--- config.mk ---
export PLATFORM = sky130hd
export DESIGN_NAME = booth_mul_ctrl
export DESIGN_NICKNAME = d
export VERILOG_FILES = /design/src/rtl/booth_mul_ctrl.sv
export SDC_FILE = /design/constraint.sdc
export NUM_CORES = 1
export LEC_CHECK = 0
export BUFFER_PORTS_ARGS = -buffer_cell sky130_fd_sc_hd__buf_2
export CORE_MARGIN = 2
export CORE_UTILIZATION = 40
export CTS_CLUSTER_DIAMETER = 60
export DETAILED_ROUTE_END_ITERATION = 7
export PLACE_DENSITY = 0.69
export SYNTH_ARGS = -nofsm -noshare
export SYNTH_HDL_FRONTEND = slang
export SYNTH_SLANG_ARGS = --single-unit
--- constraint.sdc ---
create_clock -name clk -period 2.2 [get_ports clk]
set_input_delay 0.55 -clock clk [delete_from_list [all_inputs] [get_ports clk]]
set_output_delay 0.55 -clock clk [all_outputs]
set_load 0.02 [all_outputs]
--- src/rtl/booth_mul_ctrl.sv ---
// booth_mul_ctrl: sequential radix-2 Booth controller for an 8x8 signed
// multiply. It runs one Booth iteration per cycle through the ALU's shared
// 9-bit add_sub datapath, and hands back a 16-bit product with a
// start/done handshake.
//
// Optional feature: define BOOTH_ZERO_BYPASS_EN to skip the iterations when
// either operand is zero. The product is then reported one cycle after the
// start is accepted.
//
// state | meaning
// ------+--------------------------------------------------------------
// IDLE  | waiting for start; result holds the last product
// CALC  | one Booth iteration per cycle, eight in total
// DONE  | done pulse, result valid; returns to IDLE unconditionally
module booth_mul_ctrl #(
  parameter int WIDTH = 8
) (
  input  logic               clk,
  input  logic               rst,
  input  logic               start,
  input  logic [WIDTH-1:0]   a_in,
  input  logic [WIDTH-1:0]   b_in,
  output logic               busy,
  output logic               done,
  output logic [2*WIDTH-1:0] result,
  output logic [WIDTH:0]     as_a,
  output logic [WIDTH:0]     as_b,
  output logic               as_sub,
  input  logic [WIDTH:0]     as_sum
);

  localparam int CW = $clog2(WIDTH) + 1;

  typedef enum logic [1:0] {
    IDLE = 2'd0,
    CALC = 2'd1,
    DONE = 2'd2
  } state_t;

  state_t           state;
  logic [WIDTH:0]   acc;
  logic [WIDTH:0]   mcand;
  logic [WIDTH-1:0] mplier;
  logic             q_1;
  logic [CW-1:0]    cnt;

  logic [1:0]       pair;
  logic             in_calc;
  logic [WIDTH:0]   acc_new;

`ifdef BOOTH_ZERO_BYPASS_EN
  logic             zero_op;
  assign zero_op = (a_in == '0) || (b_in == '0);
`endif

  assign pair    = {mplier[0], q_1};
  assign in_calc = (state == CALC);

  // The adder is steered only during CALC. Pairs 01 and 10 take the adder
  // sum; pairs 00 and 11 keep the accumulator as it is.
  always_comb begin
    as_a    = '0;
    as_b    = '0;
    as_sub  = 1'b0;
    acc_new = acc;
    if (in_calc) begin
      as_a   = acc;
      as_b   = mcand;
      as_sub = (pair == 2'b10);
      if ((pair == 2'b01) || (pair == 2'b10))
        acc_new = as_sum;
    end
  end

  // Control FSM. It also holds the datapath registers and the registered
  // handshake outputs.
  always_ff @(posedge clk or posedge rst) begin
    if (rst) begin
      state  <= IDLE;
      acc    <= '0;
      mcand  <= '0;
      mplier <= '0;
      q_1    <= 1'b0;
      cnt    <= '0;
      busy   <= 1'b0;
      done   <= 1'b0;
      result <= '0;
    end else begin
      case (state)
        IDLE: begin
          done <= 1'b0;
          if (start) begin
            acc    <= '0;
            mplier <= b_in;
            q_1    <= 1'b0;
            mcand  <= {a_in[WIDTH-1], a_in};
            cnt    <= '0;
            busy   <= 1'b1;
`ifdef BOOTH_ZERO_BYPASS_EN
            if (zero_op) begin
              state  <= DONE;
              done   <= 1'b1;
              result <= '0;
            end else begin
              state  <= CALC;
            end
`else
            state <= CALC;
`endif
          end
        end
        CALC: begin
          // Arithmetic right shift of {acc_new, mplier, q_1}.
          acc    <= {acc_new[WIDTH], acc_new[WIDTH:1]};
          mplier <= {acc_new[0], mplier[WIDTH-1:1]};
          q_1    <= mplier[0];
          cnt    <= cnt + CW'(1);
          if (cnt == CW'(WIDTH - 1)) begin
            state  <= DONE;
            done   <= 1'b1;
            // Product is the low 2*WIDTH bits of the shifted {acc, mplier}.
            result <= {acc_new, mplier[WIDTH-1:1]};
          end
        end
        DONE: begin
          done  <= 1'b0;
          busy  <= 1'b0;
          state <= IDLE;
        end
        default: begin
          state <= IDLE;
          done  <= 1'b0;
          busy  <= 1'b0;
        end
      endcase
    end
  end

endmodule

==> results.py <==
metrics = {
    "power": {
        "worst_ir_drop_vdd_v": 0.000785,
        "leakagePower_nw": 1.46,
        "pwr_density_cell_nw_per_um2": 1580,
    },
    "critical_path": {
        "worstPathArrival_ns": 1.55,
        "path_cells": "and2b_4 > buf_4 > and2_1 > buf_2",
        "start_kind": "register",
        "critPathBufInv": 2,
        "crit_type": "register to primary output",
        "path_delay_family": "simple AND/OR/NAND/NOR gates",
        "crit_required_ns": 1.65,
        "crit_slowest_cell": "dfrtp_1",
        "critPathMaxFanout": 13,
        "timing.critical_path.slowest_cell_delay_ns": 0.43,
        "crit_path_end_kind": "primary output",
    },
    "synthesis": {
        "synth_fp_nets": 237,
        "synth_seq_cells": 49,
        "netlist_instances": 207,
        "ys_types": 30,
        "syn_avg_cell_area_um2": 10.7,
        "syn_area_um2": 2220,
        "ys_seq_area_frac": 0.551,
        "yosys_warnings": 0,
    },
    "clock_tree": {
        "cts_tree": "built",
        "clk_latency_ns": 0.30,
        "h-tree-depth": 2,
        "hold_buffers": 0,
        "clk_path_buf_depth": 2,
        "clock-sinks": 49,
        "root_buffer": "clkbuf_8",
        "cts_setup_buffers": 0,
        "path_clk_slew_ns": 0.09,
        "cts-buffers-inserted": 5,
    },
    "grt": {
        "grt_pass1_vias": 1643,
        "grt-ovfl-total": 0,
        "grt_max_degree": 28,
        "grt_pass1_wl_um": 7580,
        "grt_usage": 0.156,
        "antenna_found_initial": 0,
    },
    "placed_design": {
        "io_buffers": 64,
        "place_congestion": 0.771,
        "placed_area_um2": 2630,
        "post-place-ws_ns": 0.324,
        "dp_hpwl_um": 3120,
    },
    "finish": {
        "finish.utilization": 0.505,
        "drive_above_1_share": 0.380,
        "nNetsFinal": 303,
        "diodes": 0,
        "final_area_um2": 2750,
        "final_cell_mix": "64 x buf_2, 56 x nand2_1, 49 x dfrtp_1, 17 x and2_1, 12 x mux2_2",
        "mostFrequentLayoutCell": "buf_2",
        "synthToLayoutAreaGrowth_pct": 23.6,
    },
    "die": {
        "pin_count": 65,
        "die_h_um": 78.6,
        "core_area_um2": 5440,
        "initial_core_util": 0.409,
        "rows": 27,
        "die_area_um2": 6170,
        "die_w_um": 78.6,
    },
    "run": {
        "drv.max_cap_violation_count": 0,
    },
    "outcome": {
        "status": "finished, final reports clean",
    },
    "timing": {
        "worst_pin_slew_ns": 0.508,
        "period_share": 0.953,
        "layout_min_cycle_time_ns": 2.10,
        "fmax_mhz": 477,
        "max-slew-margin-rel": 0.661,
        "layout_setup_ws_ns": 0.104,
        "finalHoldViolations": 0,
        "finClkSkew_ns": 0.00864,
        "setup_tns_ns": 0,
        "slew_viol_final": 0,
        "setup_viol": 0,
    },
    "route": {
        "drc": 0,
        "totalWireLength_um": 4420,
        "ant_nets": 0,
        "viasPerCell": 4.84,
        "vias": 1676,
        "drt_iter0_drc": 70,
        "drtPass1Iterations": 4,
        "wl_per_cell_um": 12.8,
    },
    "min_path": {
        "hold_class": "primary input to asynchronous set/reset pin",
    },
}
==> through the flow <==
stage                     total power, mW  hold slack (ns)  instances
final                                4.36            0.278        346
after global routing                 4.69            0.316        346
after CTS                            4.41            0.292        346
after detailed placement             3.74            0.455        338
after global placement               3.69            0.449        338
after floorplan                      3.12            0.437        207
==> power breakdown <==
group          internal, mW  leakage, nW  switching, mW
sequential             1.32        0.608          0.260
combinational         0.913        0.797           1.21
clock                 0.371       0.0585          0.281
==> state kept, by name (all words and copies together), names as in the netlist, 2 cells and up <==
register  count
cnt           4
acc           8
state         2
mcand         8
result       16
mplier        8
==> synthesized netlist by cell type (all sizes together) <==
cell type	n	area share
or3b	1	0.0039
ha	2	0.011
a21o	1	0.0034
nor2	2	0.0034
buf	5	0.023
nand4	1	0.0028
nand3	8	0.018
o21a	1	0.0034
nor3b	1	0.0056
o21bai	1	0.0034
o31ai	1	0.0034
o21ai	6	0.013
nor3	1	0.0073
mux2i	7	0.031
o21ba	1	0.0045
clkbuf	9	0.015
a21oi	2	0.0045
nand2	56	0.094
a22oi	7	0.024
and2	17	0.048
nand2b	2	0.0056
and2b	1	0.0034
a221o	1	0.0045
dfrtp	49	0.55
inv	6	0.010
mux2	18	0.10
==> worst register-to-register path, stage by stage, from the launching register on <==
cell and delay, ns:
dfrtp_1 0.41, ha_1 0.59, mux2i_1 0.34, nor2_1 0.07, a221o_1 0.27
==> final timing paths <==
| path | from | endpoint | slack (ns) | cells after the start |
|---|---|---|---|---|
| max in group asynchronous | rst | result[3] | 1.40 | 3 |
| worst min register to register | mcand[4] | mcand[4] | 0.47 | 2 |
| min in group clk | a_in[1] | mcand[1] | 0.44 | 3 |
| worst max register to register | mplier[0] | mplier[7] | 0.41 | 4 |
| worst max-delay path | state[1] | as_a[3] | 0.10 | 4 |
| worst min-delay path | rst | acc[2] | 0.28 | 2 |
==> per-layer routing <==
layer / part of all wire / global-route usage / vias to the layer above / routed length, um
met2: 0.47 / 0.250 / 48 / 2090
met5: 0 / 0 / - / 0
li1: - / - / 817 / -
met4: 0.017 / 0.0667 / 0 / 77
met3: 0.046 / 0.0241 / 7 / 204
met1: 0.46 / 0.211 / 804 / 2040
==> kinds of logic after synthesis <==
group	Yosys count	synth area share
buffers and inverters	20	0.0484
flip-flops	49	0.551
multiplexers	25	0.133
AND/OR/NAND/NOR	90	0.192
adder cells (fa/ha/maj)	2	0.0112
AO/OA/AOI/OAI	21	0.0641
==> final cells by class <==
| class | count | area, um2 |
|---|---|---|
| Multi-Input combinational cell | 138 | 893 |
| Inverter | 6 | 22.5 |
| Clock inverter | 1 | 30.0 |
| Tap cell | 72 | 90.1 |
| Sequential cell | 49 | 1230 |
| Timing Repair Buffer | 73 | 400 |
| Clock buffer | 7 | 86.3 |
| Fill cell | 525 | 2690 |
==> timing repair <==
action / 4_1_cts / 5_1_grt
gates cloned: 0 / 0
gates resized for setup: 1 / 1
setup endpoints to repair: 8 / 4
Note: power is estimated with default switching activity, not from simulation.
